File: config.mk
export PLATFORM = sky130hd
export DESIGN_NAME = div_iter_unit_flat
export DESIGN_NICKNAME = d
export VERILOG_FILES = /design/src/rtl/div_iter_unit_if.sv /design/src/rtl/div_iter_unit.sv /design/src/flat_wrapper.sv
export SDC_FILE = /design/constraint.sdc
export NUM_CORES = 1
export LEC_CHECK = 0
export CORE_AREA = 5 5 181 183
export DETAILED_ROUTE_END_ITERATION = 8
export DIE_AREA = 0 0 186 188
export GPL_TIMING_DRIVEN = 0
export SETUP_SLACK_MARGIN = 0.5
export SYNTH_ARGS = -nofsm -noshare
export SYNTH_HDL_FRONTEND = slang
export SYNTH_SLANG_ARGS = --single-unit
File: constraint.sdc
create_clock -name clk -period 4.4 [get_ports clk]
set_clock_uncertainty 0.1 [all_clocks]
set_input_delay 1.32 -clock clk [delete_from_list [all_inputs] [get_ports clk]]
set_output_delay 1.32 -clock clk [all_outputs]
set_load 0.005 [all_outputs]
File: src/rtl/div_iter_unit_if.sv
// Decode -> execute divider interface.
// master: issuing side (start_i, signed_i, dividend_i, divisor_i, annul_i out; status/result in).
// slave : divider side (request in; busy_o, ready_o, lo_o, hi_o, dbz_o out).
interface div_iter_unit_if #(
  parameter int unsigned WIDTH = 32
) ();
  logic             start_i;
  logic             signed_i;
  logic [WIDTH-1:0] dividend_i;
  logic [WIDTH-1:0] divisor_i;
  logic             annul_i;
  logic             busy_o;
  logic             ready_o;
  logic [WIDTH-1:0] lo_o;
  logic [WIDTH-1:0] hi_o;
  logic             dbz_o;

  modport master (
    output start_i, signed_i, dividend_i, divisor_i, annul_i,
    input  busy_o, ready_o, lo_o, hi_o, dbz_o
  );

  modport slave (
    input  start_i, signed_i, dividend_i, divisor_i, annul_i,
    output busy_o, ready_o, lo_o, hi_o, dbz_o
  );
endinterface

File: src/rtl/div_iter_unit.sv
// Multi-cycle radix-2 restoring divider producing quotient (LO) and remainder (HI).
// Ports:
//   clk     - clock, rising edge
//   resetn  - asynchronous active-low reset
//   bus     - div_iter_unit_if.slave: start/signed/operands/annul in;
//             busy (stall request), ready pulse, lo/hi result and divide-by-zero flag out.
// One quotient bit per cycle on magnitudes; signs are applied when the result is presented.
module div_iter_unit #(
  parameter int unsigned WIDTH = 32
) (
  input logic           clk,
  input logic           resetn,
  div_iter_unit_if.slave bus
);

  localparam int unsigned CntW = $clog2(WIDTH);

  typedef enum logic [1:0] {StIdle, StCalc, StDone} state_e;

  state_e           state_q, state_d;
  logic [CntW-1:0]  cnt_q, cnt_d;
  logic [WIDTH-1:0] rem_q, rem_d;
  logic [WIDTH-1:0] quo_q, quo_d;
  logic [WIDTH-1:0] dvsr_q, dvsr_d;
  logic [WIDTH-1:0] lo_q, lo_d;
  logic [WIDTH-1:0] hi_q, hi_d;
  logic             neg_quo_q, neg_quo_d;
  logic             neg_rem_q, neg_rem_d;
  logic             dbz_op_q, dbz_op_d;
  logic             dbz_q, dbz_d;

  logic             dvd_neg, dvs_neg;
  logic [WIDTH-1:0] abs_dvd, abs_dvs;
  logic [WIDTH:0]   shifted, trial;
  logic [WIDTH-1:0] res_lo, res_hi;
  logic             accept, present;

  // Operand magnitudes; -2^(WIDTH-1) maps onto itself, which is correct as an unsigned value.
  always_comb begin
    dvd_neg = bus.signed_i & bus.dividend_i[WIDTH-1];
    dvs_neg = bus.signed_i & bus.divisor_i[WIDTH-1];
    abs_dvd = dvd_neg ? -bus.dividend_i : bus.dividend_i;
    abs_dvs = dvs_neg ? -bus.divisor_i : bus.divisor_i;
  end

  // One restoring step: partial remainder needs WIDTH+1 bits before the trial subtract.
  always_comb begin
    shifted = {rem_q, quo_q[WIDTH-1]};
    trial   = shifted - {1'b0, dvsr_q};
  end

  // Final signed result; for divide-by-zero rem_q holds the raw dividend.
  always_comb begin
    if (dbz_op_q) begin
      res_lo = '1;
      res_hi = rem_q;
    end else begin
      res_lo = neg_quo_q ? -quo_q : quo_q;
      res_hi = neg_rem_q ? -rem_q : rem_q;
    end
  end

  assign accept  = (state_q == StIdle) && bus.start_i && !bus.annul_i;
  // An annul in the DONE cycle squashes both the pulse and the result update.
  assign present = (state_q == StDone) && !bus.annul_i;

  always_comb begin
    state_d   = state_q;
    cnt_d     = cnt_q;
    rem_d     = rem_q;
    quo_d     = quo_q;
    dvsr_d    = dvsr_q;
    lo_d      = lo_q;
    hi_d      = hi_q;
    neg_quo_d = neg_quo_q;
    neg_rem_d = neg_rem_q;
    dbz_op_d  = dbz_op_q;
    dbz_d     = dbz_q;

    case (state_q)
      StIdle: begin
        if (accept) begin
          neg_quo_d = dvd_neg ^ dvs_neg;
          neg_rem_d = dvd_neg;
          if (bus.divisor_i == '0) begin
            dbz_op_d = 1'b1;
            rem_d    = bus.dividend_i;
            state_d  = StDone;
          end else begin
            dbz_op_d = 1'b0;
            rem_d    = '0;
            quo_d    = abs_dvd;
            dvsr_d   = abs_dvs;
            cnt_d    = CntW'(WIDTH - 1);
            state_d  = StCalc;
          end
        end
      end
      StCalc: begin
        if (bus.annul_i) begin
          state_d = StIdle;
        end else begin
          if (!trial[WIDTH]) begin
            rem_d = trial[WIDTH-1:0];
            quo_d = {quo_q[WIDTH-2:0], 1'b1};
          end else begin
            rem_d = shifted[WIDTH-1:0];
            quo_d = {quo_q[WIDTH-2:0], 1'b0};
          end
          cnt_d = cnt_q - CntW'(1);
          if (cnt_q == '0) begin
            state_d = StDone;
          end
        end
      end
      StDone: begin
        state_d = StIdle;
        if (present) begin
          lo_d  = res_lo;
          hi_d  = res_hi;
          dbz_d = dbz_op_q;
        end
      end
      default: state_d = StIdle;
    endcase
  end

  always_ff @(posedge clk or negedge resetn) begin
    if (!resetn) begin
      state_q   <= StIdle;
      cnt_q     <= '0;
      rem_q     <= '0;
      quo_q     <= '0;
      dvsr_q    <= '0;
      lo_q      <= '0;
      hi_q      <= '0;
      neg_quo_q <= 1'b0;
      neg_rem_q <= 1'b0;
      dbz_op_q  <= 1'b0;
      dbz_q     <= 1'b0;
    end else begin
      state_q   <= state_d;
      cnt_q     <= cnt_d;
      rem_q     <= rem_d;
      quo_q     <= quo_d;
      dvsr_q    <= dvsr_d;
      lo_q      <= lo_d;
      hi_q      <= hi_d;
      neg_quo_q <= neg_quo_d;
      neg_rem_q <= neg_rem_d;
      dbz_op_q  <= dbz_op_d;
      dbz_q     <= dbz_d;
    end
  end

  // Result is visible during the ready cycle itself, then held in lo_q/hi_q.
  always_comb begin
    bus.busy_o  = (state_q == StCalc) || (state_q == StDone);
    bus.ready_o = present;
    bus.lo_o    = present ? res_lo : lo_q;
    bus.hi_o    = present ? res_hi : hi_q;
    bus.dbz_o   = present ? dbz_op_q : dbz_q;
  end

endmodule

File: src/flat_wrapper.sv
// flat-port wrapper written by rule: the top's interface ports become plain ports
module div_iter_unit_flat 
#(
  parameter int unsigned WIDTH = 32
)
  (clk, resetn, bus_start_i, bus_signed_i, bus_dividend_i, bus_divisor_i, bus_annul_i, bus_busy_o, bus_ready_o, bus_lo_o, bus_hi_o, bus_dbz_o);
  div_iter_unit_if #(.WIDTH(WIDTH)) bus_i ();
  input logic clk;
  input logic resetn;
  input wire logic [$bits(bus_i.start_i)-1:0] bus_start_i;
  input wire logic [$bits(bus_i.signed_i)-1:0] bus_signed_i;
  input wire logic [$bits(bus_i.dividend_i)-1:0] bus_dividend_i;
  input wire logic [$bits(bus_i.divisor_i)-1:0] bus_divisor_i;
  input wire logic [$bits(bus_i.annul_i)-1:0] bus_annul_i;
  output wire logic [$bits(bus_i.busy_o)-1:0] bus_busy_o;
  output wire logic [$bits(bus_i.ready_o)-1:0] bus_ready_o;
  output wire logic [$bits(bus_i.lo_o)-1:0] bus_lo_o;
  output wire logic [$bits(bus_i.hi_o)-1:0] bus_hi_o;
  output wire logic [$bits(bus_i.dbz_o)-1:0] bus_dbz_o;
  assign bus_i.start_i = bus_start_i;
  assign bus_i.signed_i = bus_signed_i;
  assign bus_i.dividend_i = bus_dividend_i;
  assign bus_i.divisor_i = bus_divisor_i;
  assign bus_i.annul_i = bus_annul_i;
  assign bus_busy_o = bus_i.busy_o;
  assign bus_ready_o = bus_i.ready_o;
  assign bus_lo_o = bus_i.lo_o;
  assign bus_hi_o = bus_i.hi_o;
  assign bus_dbz_o = bus_i.dbz_o;
  div_iter_unit #(.WIDTH(WIDTH)) u_core (.clk(clk), .resetn(resetn), .bus(bus_i));
endmodule
==> flow_metrics.tcl <==
set metrics [dict create \
    seq_area_um2 4305 \
    hp-start "u_core.hi_q[17]$_DFFE_PN0N_" \
    clk_pin_slew_worst_paths_ns 0.07 \
    die_h_um 188 \
    yosysWarningCount 0 \
    core_um2 31070 \
    cts-buffers-inserted 17 \
    grt_pass1_wl_um 68440 \
    port_buffers 135 \
    worstMarginPinSlew_ns 1.014 \
    finalSetupTns_ns 0 \
    seq_area_frac_synth_pct 34.94 \
    synth-main-ff-cell "dfrtp_1" \
    max_slew_margin_pct 32.43 \
    n_fill_cell 2827 \
    critPathKind "reg -> out" \
    cts_tree "built" \
    drc 0 \
    min_path_type "reg -> reg" \
    design.die.area_um2 34970 \
    vias 12740 \
    start_util_pct 39.42 \
    nNetsFinal 1932 \
    layoutNonFillerInstCount 2236 \
    layout_common_cells "nand2_1, a21oi_1, dfrtp_1" \
    async_flop_share_pct 100.0 \
    clkLatencyLatePin_ns 0.44 \
    synth-edff-count 0 \
    netlist.area_leader.share_pct 34.94 \
    critPathArrivalTime_ns 2.92 \
    synthesis.area_um2 12250 \
    power_density_nw_per_um2 799.5 \
    grt_pass1_vias 12240 \
    htreeDepth 4 \
    cts_root_buf "clkbuf_16" \
    period_minus_slack_ns 4.340 \
    synthToLayoutAreaGrowth_pct 40.23 \
    hpwl_um 32360 \
    endpoint_kind "output pin" \
    p_leak_nw 7.310 \
    startpoint_type "flip-flop" \
    startpoint "u_core.quo_q[15]$_DFFE_PN0P_" \
    ant_nets 0 \
    final_common_cell "nand2_1" \
    place_ws_ns -1.131 \
    multi_input_area_um2 8665 \
    place_congestion 0.9394 \
    synth_seq_cells 171 \
    grt_max_degree 100 \
    layout_setup_ws_ns 0.05997 \
    synth_nets 1656 \
    grt_overflow 0 \
    cp_common_cell "or4_4" \
    die_x_um 186 \
    drtPass1Iterations 5 \
    wirelength_um 44960 \
    required_ns 2.98 \
    wl_per_cell_um 20.11 \
    postSynthCellCount 1545 \
    synth.avg_cell_area_um2 7.927 \
    io_pins 136 \
    antenna_found_initial 0 \
    power_mw 13.73 \
    worstReg2RegStart "u_core.rem_q[20]$_DFFE_PN0P_" \
    rows 65 \
    ys_types 73 \
    clock_path_buffers 2 \
    clock-sinks 171 \
    slowest_stage "dfrtp_2" \
    outcome "finished clean" \
    fin_crit_sh_pct 98.64 \
    ir_drop_mv 0.5708 \
    grt_usage_pct 24.68 \
    drv_slew 0 \
    first_iter_violations 930 \
    rsz0062_at_grt "true" \
    drv_cap 0 \
    place_inst 2083 \
    setup_viol 0 \
    cp_slowest_stage_delay_ns 0.48 \
    layout-drive-gt1-share_pct 26.28 \
    vias_per_cell 5.697 \
    diodes 0 \
    fmax_ghz 0.2304 \
    ys_top_cells_by_area "dfrtp_1, o21ai_0, a21oi_1" \
    hold_violations 0 \
    cp_max_fo 7 \
    holdWs_ns 0.3704 \
    synth_top_area_cell "dfrtp_1" \
    path_cells "or4_4, or3_4, buf_6, or4_4, o21ai_4, xor2_2, a21oi_2, buf_2" \
]
==> critical path: cells and delay by family (launching register included) <==
kind,cells,cell delay [ns]
buffers and inverters,2,0.26
xor gates and xnor gates,1,0.20
DFF,1,0.48
and+or+nand+nor,3,1.29
AOI/OAI and AO/OA,2,0.25
==> registers in the layout, indices dropped and copies added, names as in the netlist <==
register	cells
u_core.cnt_q	5
u_core.dbz_q	1
u_core.dvsr_q	32
u_core.lo_q	32
u_core.dbz_op_q	1
u_core.hi_q	32
u_core.state_q	2
u_core.quo_q	32
u_core.neg_quo_q	1
u_core.neg_rem_q	1
u_core.rem_q	32
==> synthesized netlist by cell type, types with 5 or more instances <==
cell,number
a21o_1,20
nor3_1,19
inv_1,56
dfrtp_1,171
and3_1,9
a211oi_1,8
xnor2_1,67
buf_1,11
ha_1,41
o2111ai_1,5
a31oi_1,21
mux2i_1,19
nor2_1,121
nand2_1,200
clkbuf_1,62
nor2b_1,9
xor2_1,69
o21ai_0,187
buf_2,10
o22a_1,8
a21oi_1,182
nand3_1,32
or2_2,8
nand4_1,10
o211ai_1,18
nand2b_1,18
or3_1,17
a21boi_0,5
nand3b_1,5
o21a_1,5
o41ai_1,14
o21ai_1,8
nor4_1,14
or4_1,14
o31ai_1,20
buf_4,5
==> final timing paths <==
kind | endpoint | cells after the start | slack, ns
worst max-delay path | bus_lo_o[30] | 8 | 0.06
min in group asynchronous | u_core.dvsr_q[11]$_DFFE_PN0P_ | 1 | 0.73
worst max register to register | u_core.rem_q[27]$_DFFE_PN0P_ | 13 | 0.62
worst min-delay path | u_core.hi_q[17]$_DFFE_PN0N_ | 2 | 0.37
max in group asynchronous | u_core.quo_q[0]$_DFFE_PN0P_ | 2 | 2.54
worst min register to register | u_core.hi_q[17]$_DFFE_PN0N_ | 2 | 0.37
==> power by group <==
group,internal [mW],switching [mW],total (mW),leakage (nW)
sequential,2.29,0.858,3.15,2.09
combinational,3.88,5.12,9.00,4.94
clock,0.867,0.719,1.59,0.282
==> what timing repair did <==
item / in CTS / in global routing
buffers inserted: 74 / 40
pin swaps: 88 / 113
cloned: 2 / 5
endpoints found under the setup margin: 166 / 152
resized for setup: 527 / 202
hold endpoints to repair: 0 / 0
hold buffers: 0 / 0
==> area by class of cell <==
cell class                 count  share of cell area (%)
multi-input combinational   1228                   50.45
timing repair buffer         256                   13.17
clock buffer                  19                   2.579
inverter                      56                   1.246
sequential                   171                   25.07
clock inverter                13                  0.9034
tap                          402                   2.929
buffer                        91                   3.650
==> layer usage <==
metal  share of wire, %  wire length, um  vias up  track usage (%)
met5                  0                0        -                0
met4                2.2              972        0            6.951
met3                5.7             2552       57            3.550
met2                 46            20730      428            38.53
met1                 46            20710     6217            35.68
li1                   -                -     6037                -
==> through the flow <==
stage	area, um^2	util [%]
2_1_floorplan	12250	-
6_report	17170	55.28
3_3_place_gp	14100	45.39
3_5_place_dp	14130	45.49
4_1_cts	16080	51.76
5_1_grt	17170	55.28
==> cells by family (layout without fill, tap and decap cells) <==
| kind of cell | after synthesis | in the layout | synth area share, % |
|---|---|---|---|
| compound gates | 527 | 527 | 25.05 |
| xor+xnor | 136 | 136 | 9.726 |
| fa+ha+maj | 42 | 42 | 4.352 |
| buf+inv | 147 | 435 | 4.894 |
| flops | 171 | 171 | 34.94 |
| mux | 20 | 20 | 1.645 |
| simple gates | 502 | 503 | 19.39 |
No activity file was read; power rests on OpenSTA's default activity.
